## src/rtl/event_counter_pkg.sv

```systemverilog
// -----------------------------------------------------------------------------
// event_counter_pkg
// Shared definitions for the event counter bank:
//   ch_w()            - width of a channel index (minimum 1 bit)
//   DIV_INIT_DEFAULT  - reset divide ratio for channels 1..NCH-1
//   count_lsb()       - LSB position of a channel's slice in the packed Count bus
// -----------------------------------------------------------------------------
package event_counter_pkg;

  localparam int DIV_INIT_DEFAULT = 3;

  // A single-channel or two-channel bank still needs a 1-bit select port.
  function automatic int ch_w(input int n);
    return (n <= 2) ? 1 : $clog2(n);
  endfunction

  // Channel c occupies Count[c*width +: width].
  function automatic int count_lsb(input int c, input int width);
    return c * width;
  endfunction

endpackage

```

## src/rtl/event_counter_chan.sv

```systemverilog
// -----------------------------------------------------------------------------
// event_counter_chan
// One channel of the event counter bank: divide-ratio register, prescaler,
// counter, sticky overflow flag and increment strobe.
//
// Ports:
//   Clk      in   clock, rising edge
//   Reset_n  in   asynchronous active-low reset
//   ev       in   qualified event steered to this channel
//   clr      in   synchronous clear (Cnt, Pre, Ovf, Tick; Div kept)
//   cfg_we   in   divide-ratio write for this channel
//   cfg_div  in   new divide ratio
//   cnt      out  counter value
//   ovf      out  sticky overflow flag
//   tick     out  one-cycle pulse when cnt incremented
//
// Build option: SATURATE_EN - counter holds at all-ones instead of wrapping.
// -----------------------------------------------------------------------------
module event_counter_chan #(
  parameter int WIDTH   = 64,
  parameter int PRE_W   = 4,
  parameter int DIV_RST = 0
) (
  input  logic             Clk,
  input  logic             Reset_n,
  input  logic             ev,
  input  logic             clr,
  input  logic             cfg_we,
  input  logic [PRE_W-1:0] cfg_div,
  output logic [WIDTH-1:0] cnt,
  output logic             ovf,
  output logic             tick
);

  logic [PRE_W-1:0] div;
  logic [PRE_W-1:0] pre;

  // NOTE: sequential state uses non-blocking assignments so every register
  // samples the pre-edge values; later assignments to pre in this block
  // override earlier ones, which gives clear+config both taking effect.
  always_ff @(posedge Clk or negedge Reset_n) begin
    if (!Reset_n) begin
      div  <= PRE_W'(DIV_RST);
      pre  <= '0;
      cnt  <= '0;
      ovf  <= 1'b0;
      tick <= 1'b0;
    end else begin
      tick <= 1'b0;
      if (clr) begin
        cnt <= '0;
        pre <= '0;
        ovf <= 1'b0;
      end
      if (cfg_we) begin
        div <= cfg_div;
        pre <= '0;
      end
      // Clear and configuration both drop a coincident event.
      if (ev && !clr && !cfg_we) begin
        if (pre == div) begin
          pre <= '0;
`ifdef SATURATE_EN
          if (&cnt) begin
            ovf <= 1'b1;
          end else begin
            cnt  <= cnt + 1'b1;
            tick <= 1'b1;
          end
`else
          cnt  <= cnt + 1'b1;
          tick <= 1'b1;
          if (&cnt) ovf <= 1'b1;
`endif
        end else begin
          pre <= pre + 1'b1;
        end
      end
    end
  end

endmodule

```

## src/rtl/event_counter_bank.sv

```systemverilog
// -----------------------------------------------------------------------------
// event_counter_bank
// Bank of NCH independent prescaled event counters used as a performance /
// event monitor. An event (En=1) is steered to channel Slt; out-of-range
// selects are ignored.
//
// Ports:
//   Clk      in   clock, rising edge
//   Reset_n  in   asynchronous active-low reset
//   En       in   event qualifier
//   Slt      in   channel receiving the event
//   Clr      in   per-channel synchronous clear mask
//   Cfg_we   in   divide-ratio write strobe
//   Cfg_ch   in   channel written
//   Cfg_div  in   new divide ratio (effective ratio Cfg_div+1)
//   Count    out  packed counters, channel c at [c*WIDTH +: WIDTH]
//   Ovf      out  sticky overflow per channel
//   Tick     out  one-cycle increment pulse per channel
//
// Build option: SATURATE_EN - counters saturate instead of wrapping.
// -----------------------------------------------------------------------------
module event_counter_bank
  import event_counter_pkg::*;
#(
  parameter  int WIDTH    = 64,
  parameter  int NCH      = 2,
  parameter  int PRE_W    = 4,
  parameter  int DIV_INIT = DIV_INIT_DEFAULT,
  localparam int SW       = ch_w(NCH)
) (
  input  logic                 Clk,
  input  logic                 Reset_n,
  input  logic                 En,
  input  logic [SW-1:0]        Slt,
  input  logic [NCH-1:0]       Clr,
  input  logic                 Cfg_we,
  input  logic [SW-1:0]        Cfg_ch,
  input  logic [PRE_W-1:0]     Cfg_div,
  output logic [NCH*WIDTH-1:0] Count,
  output logic [NCH-1:0]       Ovf,
  output logic [NCH-1:0]       Tick
);

  for (genvar c = 0; c < NCH; c++) begin : g_chan
    logic             ev;
    logic             cfg_hit;
    logic [WIDTH-1:0] cnt;

    // Selects >= NCH match no channel, so those events vanish here.
    assign ev      = En && (Slt == SW'(c));
    assign cfg_hit = Cfg_we && (Cfg_ch == SW'(c));

    event_counter_chan #(
      .WIDTH   (WIDTH),
      .PRE_W   (PRE_W),
      .DIV_RST ((c == 0) ? 0 : DIV_INIT)
    ) u_chan (
      .Clk     (Clk),
      .Reset_n (Reset_n),
      .ev      (ev),
      .clr     (Clr[c]),
      .cfg_we  (cfg_hit),
      .cfg_div (Cfg_div),
      .cnt     (cnt),
      .ovf     (Ovf[c]),
      .tick    (Tick[c])
    );

    assign Count[count_lsb(c, WIDTH) +: WIDTH] = cnt;
  end

endmodule

```

## config.mk

```make
export PLATFORM = sky130hd
export DESIGN_NAME = event_counter_bank
export DESIGN_NICKNAME = d
export VERILOG_FILES = /design/src/rtl/event_counter_pkg.sv /design/src/rtl/event_counter_chan.sv /design/src/rtl/event_counter_bank.sv
export SDC_FILE = /design/constraint.sdc
export NUM_CORES = 1
export LEC_CHECK = 0
export ABC_AREA = 1
export BUFFER_PORTS_ARGS = -buffer_cell sky130_fd_sc_hd__buf_2
export CAP_MARGIN = 15
export CORE_MARGIN = 2
export CORE_UTILIZATION = 40
export CTS_BUF_LIST = sky130_fd_sc_hd__clkbuf_4
export CTS_CLUSTER_SIZE = 30
export DETAILED_ROUTE_END_ITERATION = 8
export PLACE_DENSITY = 0.55
export SYNTH_ARGS = -nofsm -noshare
export SYNTH_HDL_FRONTEND = slang
export SYNTH_SLANG_ARGS = --single-unit
```

## constraint.sdc

```tcl
create_clock -name Clk -period 1.8 [get_ports Clk]
set_clock_uncertainty 0.05 [all_clocks]
set_input_delay 0.18 -clock Clk [delete_from_list [all_inputs] [get_ports Clk]]
set_output_delay 0.18 -clock Clk [all_outputs]
set_load 0.05 [all_outputs]
```

## Word-level counts from Yosys, hierarchy flattened

Cells that the tools add are included.

| operators by class | value |
|---|---|
| add/subtract/negate cells | 4 |
| equal/unequal tests | 2 |
| multiplexer cells | 26 |
| bitwise logic cells | 2 |
| reduce and logical (&&, ||, !) cells | 16 |

Operators by type and width:

| operator | count |
|---|---|
| $mux 64 | 6 |
| $add 64x1->64 const B | 2 |
| $reduce_and 64->1 | 2 |
| $mux 4 | 8 |
| $mux 1 | 12 |
| $add 4x1->4 const B | 2 |
| $eq 4x4->1 | 2 |
| $logic_and 1x1->1 | 8 |
| $reduce_bool 3->1 | 2 |
| $logic_not 1->1 | 4 |
| $not 1->1 | 2 |

| storage, ports and cells | value |
|---|---|
| register bits after elaboration | 148 |
| output and inout bits | 132 |
| word-level logic and storage cells | 60 |

## Depth between registers and ports, before layout

| depth | value |
|---|---|
| word-level depth | 5 |
| gate-level depth with buffers | 11 |
| gate-level depth less buffers | 11 |

## Hierarchy

A second synthesis with hierarchy kept.

| second synthesis, totals | value |
|---|---|
| cells, all modules | 1507 |
| area total of the unflattened synthesis | 9599.2 um2 |

By module, submodules not included:

| module | instances | cells each | area an instance (um2) |
|---|---|---|---|
| event_counter_chan (g_chan[1].u_chan) | 1 | 759 | 4829.6 |
| event_counter_chan (g_chan[0].u_chan) | 1 | 740 | 4734.5 |
| event_counter_bank | 1 | 8 | 35.0 |

## Worst setup path after synthesis

OpenSTA, ideal clock, no wires.

| timing | value |
|---|---|
| path type | register to register |
| start | register g_chan[0].u_chan.cnt[0] |
| end | register g_chan[0].u_chan.cnt[56] |
| arrival time | 1910 ps |
| path slack | -278 ps |
| stages on the path, launching flop included | 11 |
| path buffers | 0 |
| path through | dfrtp_1 -> ha_1 -> nand2_1 -> nor2_2 -> nand2_1 -> nor2_2 -> nand2_1 -> nor2_1 -> nand3_1 -> nand3_1 -> nand2_1 |

| on the way | value |
|---|---|
| longest elaborated chain between the ends | 3 |

RTL lines:

| what | line | RTL |
|---|---|---|
| from (decl) | event_counter_chan.sv:30 | `output logic [WIDTH-1:0] cnt,` |
| from (signal assigned) | event_counter_chan.sv:71 | `cnt <= cnt + 1'b1;` |
| $add 64x1->64 | event_counter_chan.sv:71 |  |
| $mux 64 | event_counter_chan.sv:61 | `if (pre == div) begin` |
| $mux 64 | event_counter_chan.sv:60 | `if (ev && !clr && !cfg_we) begin` |

Every way passes these cells.
A chain may end at the register's enable or synchronous reset.

## Final worst setup path

| timing | value |
|---|---|
| start | register g_chan[1].u_chan.div[0] |
| end | register g_chan[1].u_chan.cnt[29] |

| on the way | value |
|---|---|
| longest elaborated chain between the ends | 3 |

RTL lines:

| what | line | RTL |
|---|---|---|
| from (decl) | event_counter_chan.sv:35 | `logic [PRE_W-1:0] div;` |
| from (signal assigned) | event_counter_chan.sv:43 | `div <= PRE_W'(DIV_RST);` |
| from (signal assigned) | event_counter_chan.sv:56 | `div <= cfg_div;` |
| $eq 4x4->1 | event_counter_chan.sv:61 |  |
| $mux 64 | event_counter_chan.sv:61 |  |
| $mux 64 | event_counter_chan.sv:60 |  |
| to (signal assigned) | event_counter_chan.sv:71 |  |
| to (decl) | event_counter_chan.sv:30 |  |

Every way passes these cells.

==> flow_metrics.py <==
metrics = {
    "run_status": {
        "status": "finished, violations left",
        "violations": "setup timing",
    },
    "floorplanning": {
        "core_area_um2": 24300,
        "die_h_um": 161,
        "start_util": 0.406,
        "fp-row-count": 57,
        "io-pin-count": 144,
        "dieWidth_um": 161,
        "dieArea_um2": 26000,
    },
    "power_and_ir_drop": {
        "total_leakage_power_nw": 6.65,
        "max-vdd-ir-drop_v": 0.000350,
        "powerDensity_nw_per_um2": 454,
    },
    "setup_path": {
        "crit_path_end_kind": "register",
        "worstPathRequired_ps": 2220,
        "crit_path_top_delay_cell": "dfstp_2",
        "arrival_ps": 2320,
        "critPathLaunchType": "register",
        "cp_common_cell": "nand2_2",
        "cp_slowest_stage_delay_ps": 580,
        "path_cells": "inv_2 -> nand2_2 -> nand2_2 -> nor2_4 -> nand2_4 -> nor2_8 -> clkbuf_16 -> nand3_4 -> o21ai_2 -> inv_1",
        "cp_max_fo": 8,
        "critical_path_class": "reg -> reg",
    },
    "sta": {
        "fmax_mhz": 527,
        "finalHoldViolations": 0,
        "worst_slack_ps": -96.3,
        "rsz0062_at_grt": "yes",
        "period_share": 1.05,
        "maxSlewHeadroom": 0.313,
        "fin_worst_hold_slack_ps": 59.1,
        "max_slew.worst_pin.slew_ps": 1030,
        "slew_viol_final": 0,
        "period_minus_slack_ps": 1900,
        "setup_violations": 18,
    },
    "synth": {
        "synth_top_family_by_area": "simple AND/OR/NAND/NOR gates",
        "yosysTopAreaCellShare": 0.370,
        "synth_compound_area_frac": 0.0657,
        "synth_area_leader_cell": "dfrtp_1",
        "ys_ff_latch": 148,
        "synthAdderAreaFrac": 0.00507,
        "synthXorXnorAreaFrac": 0.0133,
        "synth.cell_area_um2": 9880,
        "synth.top_cells.by_area": "dfrtp_1, nand2_1, nor2_1, inv_1, nand3_1",
        "synth-seq-area-share": 0.375,
        "syn_nets": 1592,
        "yosys_warnings": 0,
        "avgSynthCellArea_um2": 6.27,
        "yosys.area_share.simple": 0.450,
        "synthMuxAreaShare": 0,
        "syn_inst": 1576,
        "synth.distinct_cells": 41,
    },
    "flow_run": {
        "cap_violations": 0,
    },
    "route": {
        "avgRoutedWirePerCell_um": 16.1,
        "vias": 11300,
        "drc": 0,
        "ant_nets": 0,
        "drt-vias-per-instance": 4.99,
        "first_pass_iters": 5,
        "drt-initial-drc-count": 768,
        "wl_um": 36300,
    },
    "placement": {
        "gp_congestion": 1.00,
        "dp_slack_ps": -114,
        "numPortBuffers": 143,
        "placed_cells_incl_taps": 2165,
        "place_hpwl_um": 26800,
    },
    "clock_network": {
        "cts_buffers": 17,
        "root_buffer": "clkbuf_4",
        "clk_pin_slew_ps": 150,
        "clock_latency_ps": 580,
        "cts_tree": "yes",
        "htree_levels": 4,
        "clock_sinks": 148,
        "clk_path_buf_depth": 2,
    },
    "grt": {
        "grt_pass1_wl_um": 55400,
        "overflow": 0,
        "grt_max_degree": 47,
        "grt_pass1_vias": 10400,
        "grt_use_total": 0.271,
        "antenna_found_initial": 1,
    },
    "cells_and_area": {
        "post-route-util": 0.575,
        "final_common_cell": "nand2_1",
        "mostFrequentLayoutCells": "nand2_1, nor2_1, buf_4",
        "nFillCells": 2405,
        "drive_gt1_frac": 0.341,
        "area_growth_syn_to_layout_pct": 41.5,
        "fin_cells": 2257,
        "num-nets-final": 1935,
    },
    "hold_path": {
        "hp-class": "in -> reg",
    },
}
[path summary, 6_finish.rpt]
check	to	depth (start not counted)	slack, ps	startpoint
worst min-delay path	g_chan[1].u_chan.cnt[54]$_DFF_PN0_	5	60	Slt
worst max-delay path	g_chan[1].u_chan.cnt[29]$_DFF_PN0_	10	-100	g_chan[1].u_chan.div[0]$_DFFE_PN1P_
worst max register to register	g_chan[1].u_chan.cnt[29]$_DFF_PN0_	10	-100	g_chan[1].u_chan.div[0]$_DFFE_PN1P_
min in group asynchronous	g_chan[1].u_chan.cnt[4]$_DFF_PN0_	3	560	Reset_n
worst min register to register	g_chan[1].u_chan.div[1]$_DFFE_PN1P_	2	430	g_chan[1].u_chan.div[1]$_DFFE_PN1P_
max in group asynchronous	g_chan[1].u_chan.cnt[2]$_DFF_PN0_	4	300	Reset_n
[where the power goes]
part           internal [mW]  switching, mW  total [mW]
Sequential              3.36         0.0198        3.38
Combinational          0.190          0.337       0.527
Clock                  0.975           1.47        2.44
Total                   4.52           1.83        6.35
[stage by stage]
stage	total power, mW	TNS (ps)	instance area (um2)
CTS	6.33	-67.4	12800
floorplan	3.65	0	9970
global route	6.56	-5390	14000
global placement	3.88	-694	12200
finish	6.35	-468	14000
detailed placement	3.88	-1440	12200
[flip-flops by register name (all words and copies together), names as in the netlist]
register,flops
g_chan.u_chan.cnt,128
g_chan.u_chan.ovf,2
g_chan.u_chan.pre,8
g_chan.u_chan.div,8
g_chan.u_chan.tick,2
[kinds of logic after synthesis]
logic type / Yosys count
AO/OA/AOI/OAI: 123
buffers and inverters: 211
flip-flops: 148
XOR/XNOR: 15
AND/OR/NAND/NOR: 1075
adder cells (fa/ha/maj): 4
[synthesized netlist by cell type (all sizes together)]
| master | n |
|---|---|
| inv | 175 |
| xnor2 | 4 |
| dfrtp | 146 |
| a21oi | 49 |
| nand3 | 118 |
| nor2 | 355 |
| o21ai | 62 |
| o21a | 1 |
| nor4 | 2 |
| dfstp | 2 |
| nor3b | 3 |
| a22oi | 4 |
| nand4 | 11 |
| nor3 | 11 |
| o22ai | 5 |
| and2 | 2 |
| clkbuf | 8 |
| nand3b | 1 |
| a31oi | 1 |
| and3 | 7 |
| nor4b | 1 |
| xor2 | 11 |
| nand2 | 564 |
| ha | 4 |
| buf | 28 |
| o31ai | 1 |
[metal layers]
| layer | track usage | up-vias | wire [um] |
|---|---|---|---|
| li1 | - | 5581 | - |
| met3 | 0.0395 | 69 | 1710 |
| met1 | 0.354 | 5275 | 15700 |
| met5 | 0 | - | 0 |
| met2 | 0.466 | 328 | 17800 |
| met4 | 0.0836 | 0 | 1140 |
[final cells by class]
class,count,area (um2),share of cell area
flip-flops and latches,148,3760,0.269
clock buffers,17,128,0.00913
repair buffers,360,2670,0.191
well taps,324,405,0.0290
clock inverters,15,181,0.0130
inverters,175,667,0.0477
multi-input cells,1217,6160,0.441
diodes,1,2.50,0.000179
[worst max-delay path, delay by kind of cell (launching register included)]
family / cells / cell delay, ps
AO/OA/AOI/OAI: 1 / 130
buffers and inverters: 3 / 350
flip-flops: 1 / 580
AND/OR/NAND/NOR: 6 / 690
[repair_timing]
action                                 CTS  global route
gates resized for setup                 33           267
pin swaps                                4            55
setup endpoints to repair               69           122
hold buffers                            17             0
endpoints found under the hold margin  159             0
gates cloned                             0             5
setup buffers                            5            33
Note: power is estimated with default switching activity, not from simulation.
